## src/rtl/gate_pkg.sv

```systemverilog
// Shared definitions for the gate models and the sweep engine.
// Holds the gate-mode encodings and the sweep FSM state type.
package gate_pkg;

    localparam int unsigned MODE_W = 3;

    localparam logic [MODE_W-1:0] GATE_AND     = 3'b000;
    localparam logic [MODE_W-1:0] GATE_OR      = 3'b001;
    localparam logic [MODE_W-1:0] GATE_XOR     = 3'b010;
    localparam logic [MODE_W-1:0] GATE_NAND    = 3'b011;
    localparam logic [MODE_W-1:0] GATE_NOR     = 3'b100;
    localparam logic [MODE_W-1:0] GATE_XNOR    = 3'b101;
    // 110 and 111 are reserved and always evaluate to 0
    localparam logic [MODE_W-1:0] GATE_RSVD_LO = 3'b110;
    localparam logic [MODE_W-1:0] GATE_RSVD_HI = 3'b111;

    typedef enum logic [1:0] {
        ST_IDLE  = 2'd0,
        ST_SWEEP = 2'd1,
        ST_DONE  = 2'd2
    } state_e;

endpackage

```

## src/rtl/gate_reduce.sv

```systemverilog
// N-input reduction gate selected by a 3-bit mode.
// Purely combinational; reserved modes produce 0.
module gate_reduce
    import gate_pkg::*;
#(
    parameter int unsigned N_INPUTS = 2
) (
    input  logic [MODE_W-1:0]   mode,
    input  logic [N_INPUTS-1:0] a,
    output logic                y
);

    always_comb begin
        y = 1'b0;
        case (mode)
            GATE_AND:  y = &a;
            GATE_OR:   y = |a;
            GATE_XOR:  y = ^a;
            GATE_NAND: y = ~&a;
            GATE_NOR:  y = ~|a;
            GATE_XNOR: y = ~^a;
            default:   y = 1'b0;
        endcase
    end

endmodule

```

## src/rtl/logic_gate_sweep.sv

```systemverilog
// Self-sequencing gate characterisation engine: on start it walks every
// input combination, one per clock, and builds the gate's truth table.
module logic_gate_sweep
    import gate_pkg::*;
#(
    parameter int unsigned N_INPUTS = 2,
    parameter int unsigned TT_W     = 2 ** N_INPUTS
) (
    input  logic                clk,
    input  logic                rst,
    input  logic                start,
    input  logic [2:0]          mode,
    output logic                busy,
    output logic                done,
    output logic [N_INPUTS-1:0] in_vec,
    output logic                out_bit,
    output logic [TT_W-1:0]     tt
);

    localparam int unsigned CNT_W = N_INPUTS + 1;

    state_e            state;
    state_e            state_next;
    logic [CNT_W-1:0]  cnt;
    logic [MODE_W-1:0] mode_q;
    logic              last;
    logic              f;

    assign last = (cnt == CNT_W'(TT_W - 1));

    gate_reduce #(
        .N_INPUTS(N_INPUTS)
    ) u_gate_reduce (
        .mode(mode_q),
        .a   (cnt[N_INPUTS-1:0]),
        .y   (f)
    );

    // Next-state logic
    always_comb begin
        state_next = state;
        case (state)
            ST_IDLE:  if (start) state_next = ST_SWEEP;
            ST_SWEEP: if (last)  state_next = ST_DONE;
            ST_DONE:  state_next = ST_IDLE;
            default:  state_next = ST_IDLE;
        endcase
    end

    always_ff @(posedge clk or posedge rst) begin
        if (rst) begin
            state <= ST_IDLE;
        end else begin
            state <= state_next;
        end
    end

    // Datapath and registered status outputs
    always_ff @(posedge clk or posedge rst) begin
        if (rst) begin
            cnt     <= '0;
            mode_q  <= GATE_AND;
            busy    <= 1'b0;
            done    <= 1'b0;
            in_vec  <= '0;
            out_bit <= 1'b0;
            tt      <= '0;
        end else begin
            busy <= (state_next == ST_SWEEP);
            done <= (state_next == ST_DONE);
            if (state == ST_IDLE && start) begin
                mode_q <= mode;
                tt     <= '0;
                cnt    <= '0;
                in_vec <= '0;
            end else if (state == ST_SWEEP) begin
                out_bit                  <= f;
                tt[cnt[N_INPUTS-1:0]]    <= f;
                cnt                      <= cnt + 1'b1;
                // in_vec parks on the last combination through DONE
                if (!last) begin
                    in_vec <= in_vec + 1'b1;
                end
            end
        end
    end

endmodule

```

## config.mk

```make
export PLATFORM = sky130hd
export DESIGN_NAME = logic_gate_sweep
export DESIGN_NICKNAME = d
export VERILOG_FILES = /design/src/rtl/gate_pkg.sv /design/src/rtl/gate_reduce.sv /design/src/rtl/logic_gate_sweep.sv
export SDC_FILE = /design/constraint.sdc
export NUM_CORES = 1
export LEC_CHECK = 0
export ABC_AREA = 0
export BUFFER_PORTS_ARGS = -buffer_cell sky130_fd_sc_hd__buf_2
export CORE_UTILIZATION = 53
export DETAILED_ROUTE_END_ITERATION = 10
export HOLD_SLACK_MARGIN = 0.08
export PLACE_DENSITY = 0.76
export SYNTH_ARGS = -nofsm -noshare
export SYNTH_HDL_FRONTEND = slang
export SYNTH_SLANG_ARGS = --single-unit
```

## constraint.sdc

```tcl
create_clock -name clk -period 2.2 [get_ports clk]
set_input_delay 0.44 -clock clk [delete_from_list [all_inputs] [get_ports clk]]
set_output_delay 0.44 -clock clk [all_outputs]
set_load 0.1 [all_outputs]
```

==> results of run 1 <==
[layout make-up]
type	instances	area, um2	share of cell area, %
multi-input cells	62	441.7	43.53
flip-flops and latches	17	425.4	41.92
repair buffers	15	77.57	7.645
clock buffers	3	22.52	2.219
inverters	6	22.52	2.219
well taps	16	20.02	1.973
clock inverters	1	5.005	0.4932
[metal layers]
layer	track usage [%]	up-vias	routed length, um
met2	36.36	22	847
li1	-	345	-
met4	11.25	0	29
met5	0	-	0
met1	32.70	343	802
met3	2.500	5	72
[cell usage in the layout (no fill, tap or decap)]
| cell type | instances |
|---|---|
| ha_1 | 5 |
| o21bai_1 | 1 |
| o21ai_0 | 7 |
| a31oi_1 | 2 |
| nor4_1 | 1 |
| o21ai_1 | 4 |
| a31o_2 | 1 |
| nor2b_1 | 2 |
| a21boi_0 | 1 |
| clkbuf_4 | 3 |
| clkinv_2 | 1 |
| dfrtp_1 | 17 |
| mux2_4 | 1 |
| buf_4 | 1 |
| nor2_1 | 7 |
| nor4b_4 | 1 |
| buf_2 | 14 |
| a211oi_2 | 1 |
| and2b_1 | 1 |
| a21oi_1 | 6 |
| mux2i_1 | 2 |
| nor3_1 | 1 |
| nor3b_1 | 2 |
| a22o_1 | 3 |
| inv_1 | 6 |
| nand2_1 | 6 |
| mux2_2 | 4 |
| nand2b_1 | 2 |
| a21o_1 | 1 |
[kinds of logic (layout without fill, tap and decap cells)]
family	count (synthesis)	in the layout	share of synthesized area, %
flip-flops	17	17	46.96
buffers and inverters	9	25	4.281
AO/OA/AOI/OAI	27	27	18.51
adder cells (fa/ha/maj)	5	5	6.906
AND/OR/NAND/NOR	23	23	14.50
multiplexers	7	7	8.839
[how the worst max path moves through the flow]
stage	cells after the start	from	slack (ns)	to
global route	6	cnt[0]	0.33	in_vec[1]
CTS	6	cnt[0]	0.47	tt[0]
detailed placement	6	cnt[0]	0.47	tt[0]
floorplan	3	in_vec[0]	0.52	in_vec[1]
global placement	6	cnt[0]	0.53	in_vec[1]
finish	6	cnt[0]	0.47	in_vec[1]
[critical path, cell delays in order, from the launching register on]
cell and delay, ns:
dfrtp_1 0.44, ha_1 0.30, ha_1 0.25, inv_1 0.14, a21boi_0 0.10, a31o_2 0.22
a22o_1 0.18
[registers in the layout (all words and copies together), names as in the netlist]
| register | cells |
|---|---|
| busy | 1 |
| cnt | 3 |
| done | 1 |
| in_vec | 2 |
| mode_q | 3 |
| out_bit | 1 |
| state | 2 |
| tt | 4 |
[through the flow]
stage / utilization (%) / cells / hold slack, ns
5_1_grt: 65.09 / 120 / 0.2702
4_1_cts: 65.09 / 120 / 0.2322
2_1_floorplan: - / 88 / 0.3661
3_3_place_gp: 63.32 / 116 / 0.4672
6_report: 65.09 / 120 / 0.2077
3_5_place_dp: 63.32 / 116 / 0.4807
==> results.tsv, run 1 <==
stage	metric	value	unit
status	status	finished with violations	
status	violations	design-rule violations	
clock_network	path_clk_slew	0.10	ns
routing	vias	715	
grt	grt_overflow_total	0	
placement	port_buffers	14	
synth	synth_edf_count	0	
die	dieArea	1878	um2
grt	antenna_found_initial	0	
placement	post_dp_cell_area	987.2	um2
setup_path	worstReg2RegStart	cnt[0]	
routing	drc	2	
die	initial_core_util	58.11	%
clock_network	h-tree-depth	1	
synth	synth_common_cells	17 x dfrtp_1, 7 x nor2_1, 7 x o21ai_0	
synth	syn_area_per_cell	10.29	um2
sta	tightest_slew	0.6408	ns
layout	fillers	128	
setup_path	rr_worst_depth	6	
die	num_rows	14	
placement	pre_cts_slack	0.4740	ns
grt	grt_max_degree	18	
setup_path	r2r-end	in_vec[1]	
placement	gp_congestion	0.7322	
setup_path	worst-setup-path-type	reg -> reg	
clock_network	post_cts_resized	0	
sta	tns	0	ns
job	drv_cap	0	
setup_path	cp-start-kind	flop	
sta	hold_violations	0	
die	core_area	1559	um2
routing	wl_per_cell	14.60	um
synth	synthCells	88	
layout	final_area	1015	um2
synth	syn_area	905.9	um2
sta	final_max_slew_viol_count	0	
synth	synth_seq_cells	17	
synth	synthArstFlopShare	100.0	%
clock_network	clk_latency	0.30	ns
sta	rsz0062_at_grt	no	
setup_path	r2r_setup_slack	0.47	ns
synth	yosysMostFrequentCell	dfrtp_1	
routing	via_per_inst	5.958	
synth	synth_top_area_cell	dfrtp_1	
synth	yosysUniqueCellTypes	28	
layout	nNetsFinal	116	
routing	drtIter0Drc	19	
setup_path	critPathArrivalTime	1.92	ns
die	num_io_pins	15	
sta	max_freq	579.1	MHz
clock_network	cts.sinks	17	
setup_path	worstPathRequired	2.39	ns
sta	fin_crit_sh	78.49	%
grt	grt_pass1_vias	682	
sta	setup_slack	0.4731	ns
sta	finClkSkew	0.0006188	ns
synth	ys_seq_area_share	46.96	%
clock_network	numCtsBuffers	3	
routing	finalWirelength	1752	um
routing	drtAntennaViolNets	0	
sta	setup_viol	0	
setup_path	crit_fanout	6	
synth	syn_nets	99	
clock_network	clockBufferDepth	2	
clock_network	cts_setup_buffers	0	
clock_network	cts_tree	done	
setup_path	endpoint_kind	flop	
synth	synth_top_flop_cell	dfrtp_1	
die	die_w	43.34	um
hold_path	min_path_type	in -> async	
clock_network	clock-root-buffer	clkbuf_4	
grt	grt_pass1_wl	3160	um
placement	hpwl	1321	um
sta	finalCriticalPeriod	1.727	ns
layout	antenna_cells	0	
synth	synthTopCellsByArea	dfrtp_1 47%, ha_1 6.9%, mux2_2 5.0%	
clock_network	hold_buffers	0	
synth	synth_top_area_share	46.96	%
sta	maxSlewHeadroom	57.24	%
grt	grt_usage	23.32	%
routing	firstDrtPassIters	7	
die	die_y	43.34	um
layout	area_growth	12.02	%
layout	drive_above_1_share	25.96	%
synth	yosys_warnings	0	
Power of run 1 is left out: the tool's default activity adds up to more than one toggle a clock period on the data nets, which glitch-free logic cannot reach.
==> run 2: changes to the inputs <==
==> constraint.sdc (replaced) <==
create_clock -name clk -period 1.7 [get_ports clk]
set_input_delay 0.34 -clock clk [delete_from_list [all_inputs] [get_ports clk]]
set_output_delay 0.34 -clock clk [all_outputs]
set_load 0.1 [all_outputs]
==> run 2 against run 1 <==
Effect of this change: the flow still finishes with violations (design-rule violations); first-iteration DRC count up 26%; clock-buffer cell count grew 1; critical path depth did not move; sequential share of layout area down 1.2 points; hold slack got worse by 0.083 ns; clock skew increased by 0.0027 ns; die area did not move; global-route usage decreased by 2.5 points; critical endpoint is now tt[0].
==> results.tsv, run 2 (synthesis gave the netlist of run 1 again) <==
stage	metric	value	unit	change
setup_path	endpoint_kind	flop		unchanged
clock_network	cts_tree	done		unchanged
sta	max_freq	629.1	MHz	was 579.1 MHz
hold_path	min_path_type	in -> async		unchanged
status	status	finished with violations		unchanged
job	drv_cap	0		unchanged
layout	final_cell_mix	17 x dfrtp_1, 14 x buf_2, 7 x o21ai_0, 7 x nor2_1		unchanged
die	num_io_pins	15		unchanged
routing	drc	2		unchanged
sta	final_max_slew_viol_count	0		unchanged
die	initial_core_util	58.11	%	unchanged
die	die_y	43.34	um	unchanged
layout	drive_above_1_share	30.84	%	was 25.96%
placement	gp_congestion	0.7335		was 0.7322
grt	grt_pass1_wl	2939	um	was 3160 um
sta	setup_viol	0		unchanged
grt	grt_max_degree	18		unchanged
placement	hpwl	1229	um	was 1321 um
setup_path	crit_fanout	5		was 6
die	dieArea	1878	um2	unchanged
sta	finClkSkew	0.003363	ns	was 0.0006188 ns
die	num_rows	14		unchanged
layout	largest_register_ff_count	4		unchanged
layout	antenna_cells	0		unchanged
routing	finalWirelength	1726	um	was 1752 um
routing	wl_per_cell	14.03	um	was 14.60 um
sta	finalCriticalPeriod	1.590	ns	was 1.727 ns
sta	rsz0062_at_grt	no		unchanged
routing	vias	693		was 715
status	violations	design-rule violations		unchanged
sta	tightest_slew	0.6468	ns	was 0.6408 ns
layout	nNetsFinal	119		was 116
sta	timing.hold.ws	0.1244	ns	was 0.2077 ns
clock_network	clockBufferDepth	2		unchanged
layout	area_growth	15.19	%	was 12.02%
grt	antenna_found_initial	0		unchanged
sta	fin_crit_sh	93.51	%	was 78.49%
routing	via_per_inst	5.634		was 5.958
routing	drtIter0Drc	24		was 19
sta	hold_violations	0		unchanged
placement	port_buffers	14		unchanged
setup_path	worstPathRequired	1.91	ns	was 2.39 ns
setup_path	path_cells	inv_1 > ha_2 > mux2_4 > nor4b_4 > a211oi_2 > o21ai_1		was ha_1 > ha_1 > inv_1 > a21boi_0 > a31o_2 > a22o_1
layout	final_common_cell	dfrtp_1		unchanged
setup_path	crit_slowest_cell	dfrtp_1		unchanged
clock_network	numCtsBuffers	3		unchanged
routing	firstDrtPassIters	7		unchanged
layout	top_regs	tt (4), cnt (3), mode_q (3)		unchanged
clock_network	clock-root-buffer	clkbuf_4		unchanged
grt	grt_overflow_total	0		unchanged
clock_network	clk_latency	0.28	ns	was 0.30 ns
setup_path	cpPeakStageDelay	0.42	ns	was 0.44 ns
clock_network	path_clk_slew	0.10	ns	about the same
clock_network	cts.sinks	17		unchanged
die	core_area	1559	um2	unchanged
routing	drtAntennaViolNets	0		unchanged
grt	grt_usage	20.87	%	was 23.32%
grt	grt_pass1_vias	643		was 682
sta	maxSlewHeadroom	56.83	%	was 57.24%
setup_path	cp-start-kind	flop		unchanged
sta	tns	0	ns	unchanged
clock_network	h-tree-depth	1		unchanged
layout	top_register	tt		unchanged
setup_path	critPathArrivalTime	1.80	ns	was 1.92 ns
die	die_w	43.34	um	unchanged
setup_path	worst-setup-path-type	reg -> reg		unchanged
-- run 2: area by class of cell --
class                      instances  area [um2]
clock buffer                       4       26.28
fill                             121       515.5
timing repair buffer              18       100.1
tap                               16       20.02
multi-input combinational         62       449.2
sequential                        17       425.4
inverter                           6       22.52
-- run 2: final timing paths --
| path | depth (start not counted) | from | slack [ns] | to |
|---|---|---|---|---|
| worst max-delay path | 6 | cnt[0] | 0.11 | tt[0] |
| max in group asynchronous | 2 | rst | 1.16 | state[0] |
| worst min-delay path | 2 | rst | 0.12 | out_bit |
| worst max register to register | 6 | cnt[0] | 0.11 | tt[0] |
| worst min register to register | 2 | cnt[2] | 0.49 | cnt[2] |
| min in group clk | 2 | mode[0] | 0.28 | mode_q[0] |
-- run 2: what timing repair did --
item / in CTS / in global routing
endpoints found under the hold margin: 0 / 0
resized for setup: 1 / 3
gates cloned: 0 / 0
pin swaps: 0 / 1
setup buffers: 0 / 2
hold buffers: 0 / 0
endpoints found under the setup margin: 1 / 5
-- run 2: worst max-delay path: cells and delay by family (launching register included) --
| kind | cells | cell delay (ns) |
|---|---|---|
| flip-flops | 1 | 0.42 |
| buffers and inverters | 1 | 0.09 |
| adder cells (fa/ha/maj) | 1 | 0.22 |
| AO/OA/AOI/OAI | 2 | 0.26 |
| multiplexers | 1 | 0.30 |
| AND/OR/NAND/NOR | 1 | 0.23 |
-- run 2: routing by layer --
metal	wire length, um	GRT usage [%]
met1	854	31.02
met2	802	32.73
met3	59	2.500
met4	9	5.625
met5	0	0
-- run 2: through the flow --
stage          utilization (%)  area, um2  worst slack [ns]  std cells
4_1_cts                  65.65       1023         0.0002869        121
3_5_place_dp             63.80      994.7          -0.03939        117
6_report                 66.93       1044            0.1104        123
3_3_place_gp             63.80      994.7           0.01929        117
2_1_floorplan                -      905.9           0.02440         88
5_1_grt                  66.93       1044          0.004887        123
Power of run 2 is left out for the same reason.
==> run 3: changes to the inputs <==
--- a/config.mk
+++ b/config.mk
@@ -9,6 +9,7 @@
 export BUFFER_PORTS_ARGS = -buffer_cell sky130_fd_sc_hd__buf_2
 export CORE_UTILIZATION = 53
 export DETAILED_ROUTE_END_ITERATION = 10
+export GPL_TIMING_DRIVEN = 0
 export HOLD_SLACK_MARGIN = 0.08
 export PLACE_DENSITY = 0.76
 export SYNTH_ARGS = -nofsm -noshare
==> run 3 against run 2 <==
Effect of this change: the run still ends with design-rule violations left; final cell count rose by 2.4%; clock skew down 0.00092 ns; die area stayed put; flip-flop and latch count is the same.
==> results.tsv, run 3 (synthesis gave the netlist of run 1 again) <==
stage	metric	value	unit	change
layout	final_cell_mix	16 x dfrtp_1, 15 x buf_2, 7 x o21ai_0, 7 x nor2_1		was 17 x dfrtp_1, 14 x buf_2, 7 x o21ai_0, 7 x nor2_1
routing	drtIter0Drc	16		was 24
clock_network	h-tree-depth	1		unchanged
routing	via_per_inst	5.690		was 5.634
setup_path	worstReg2RegStart	cnt[0]		unchanged
routing	drc	2		unchanged
die	die_y	43.34	um	unchanged
layout	final_cells	126		was 123
placement	place_inst	118		was 117
setup_path	worst-setup-path-type	reg -> reg		unchanged
layout	drive_above_1_share	34.55	%	was 30.84%
grt	grt_max_degree	18		unchanged
setup_path	cpPeakStageDelay	0.46	ns	was 0.42 ns
layout	area_growth	18.09	%	was 15.19%
clock_network	clk_latency	0.29	ns	was 0.28 ns
grt	grt_overflow_total	0		unchanged
setup_path	r2r_setup_slack	0.08	ns	was 0.11 ns
setup_path	endpoint_kind	flop		unchanged
grt	grt_pass1_wl	2960	um	was 2939 um
sta	setup_viol	0		unchanged
die	num_rows	14		unchanged
routing	drtAntennaViolNets	0		unchanged
routing	firstDrtPassIters	6		was 7
clock_network	path_clk_slew	0.10	ns	about the same
placement	hpwl	1220	um	was 1229 um
sta	final_max_slew_viol_count	0		unchanged
clock_network	clockBufferDepth	2		unchanged
grt	grt_pass1_vias	689		was 643
routing	wl_per_cell	14.37	um	was 14.03 um
setup_path	crit_fanout	6		was 5
setup_path	cp-start-kind	flop		unchanged
sta	fin_crit_sh	95.12	%	was 93.51%
routing	vias	717		was 693
layout	nNetsFinal	122		was 119
grt	grt_usage	21.33	%	was 20.87%
sta	max_freq	618.4	MHz	was 629.1 MHz
clock_network	cts_tree	done		unchanged
layout	top_register	tt		unchanged
layout	multiInputGateArea	456.7	um2	was 449.2 um2
setup_path	r2r-end	in_vec[1]		was tt[0]
setup_path	crit_slowest_cell	dfrtp_2		was dfrtp_1
sta	rsz0062_at_grt	no		unchanged
job	drv_cap	0		unchanged
clock_network	clock-root-buffer	clkbuf_4		unchanged
die	die_w	43.34	um	unchanged
layout	top_regs	tt (4), cnt (3), mode_q (3)		unchanged
sta	hold_violations	0		unchanged
layout	finish.utilization	68.62	%	was 66.93%
die	core_area	1559	um2	unchanged
routing	finalWirelength	1810	um	was 1726 um
setup_path	crit_start	cnt[0]		unchanged
sta	tns	0	ns	unchanged
setup_path	critPathArrivalTime	1.80	ns	about the same
clock_network	numCtsBuffers	3		unchanged
sta	finClkSkew	0.002445	ns	was 0.003363 ns
die	initial_core_util	58.11	%	unchanged
hold_path	min_path_type	in -> async		unchanged
clock_network	cts.sinks	17		unchanged
setup_path	rr_worst_depth	6		unchanged
layout	seq_area	426.7	um2	was 425.4 um2
placement	port_buffers	14		unchanged
sta	maxSlewHeadroom	57.77	%	was 56.83%
clock_network	hold_buffers	0		unchanged
setup_path	path_cells	ha_2 > ha_1 > inv_2 > a21boi_0 > a31o_2 > a22o_1		was inv_1 > ha_2 > mux2_4 > nor4b_4 > a211oi_2 > o21ai_1
status	violations	design-rule violations		unchanged
layout	antenna_cells	0		unchanged
die	num_io_pins	15		unchanged
layout	final_common_cell	dfrtp_1		unchanged
grt	antenna_found_initial	0		unchanged
layout	largest_register_ff_count	4		unchanged
placement	pre_cts_slack	-0.03580	ns	was -0.03939 ns
layout	fillers	123		was 121
status	status	finished with violations		unchanged
setup_path	worstPathRequired	1.89	ns	was 1.91 ns
sta	tightest_slew	0.6328	ns	was 0.6468 ns
placement	gp_congestion	0.7574		was 0.7335
sta	finalCriticalPeriod	1.617	ns	was 1.590 ns
sta	setup_slack	0.08295	ns	was 0.1104 ns
die	dieArea	1878	um2	unchanged
-- run 3: changes by cell type in the layout (fill, tap and decap cells not counted), sizes merged --
cell	previous run	this run
buf	18	21
clkbuf	4	3
clkinv	0	1
-- run 3: timing repair --
action | 4_1_cts | 5_1_grt
setup buffers | 0 | 4
endpoints found under the setup margin | 4 | 6
endpoints found under the hold margin | 0 | 0
pin swaps | 1 | 2
resized for setup | 1 | 5
-- run 3: worst max-delay path by stage --
stage | to | slack [ns]
2_1_floorplan | in_vec[1] | 0.02
3_3_place_gp | in_vec[1] | 0.004
3_5_place_dp | in_vec[1] | -0.04
4_1_cts | in_vec[1] | 0.01
5_1_grt | tt[1] | 0.02
6_report | in_vec[1] | 0.08
-- run 3: area by class of cell --
type	instances	area share, %
Buffer	3	1.520
Clock buffer	3	2.105
Clock inverter	1	0.4678
Sequential cell	17	39.88
Tap cell	16	1.871
Timing Repair Buffer	18	9.357
Multi-Input combinational cell	62	42.69
Inverter	6	2.105
-- run 3: worst max-delay path, delay by kind of cell, from the launching register on --
kind                     cells  cell delay (ns)
flip-flops                   1             0.46
AO/OA/AOI/OAI                3             0.48
buffers and inverters        1             0.09
adder cells (fa/ha/maj)      2             0.48
-- run 3: per-layer routing --
metal | global-route usage (%) | up-vias | part of all wire, %
li1 | - | 352 | -
met1 | 28.33 | 342 | 49
met2 | 36.36 | 15 | 45
met3 | 2.500 | 8 | 2.2
met4 | 7.500 | 0 | 3.4
met5 | 0 | - | 0
-- run 3: through the flow --
| step | area, um2 | hold slack (ns) |
|---|---|---|
| after floorplan | 905.9 | 0.2661 |
| after global placement | 996.0 | 0.4506 |
| after detailed placement | 996.0 | 0.4612 |
| after CTS | 1026 | 0.1379 |
| after global routing | 1070 | 0.1618 |
| final | 1070 | 0.1134 |
Power of run 3 is left out for the same reason.
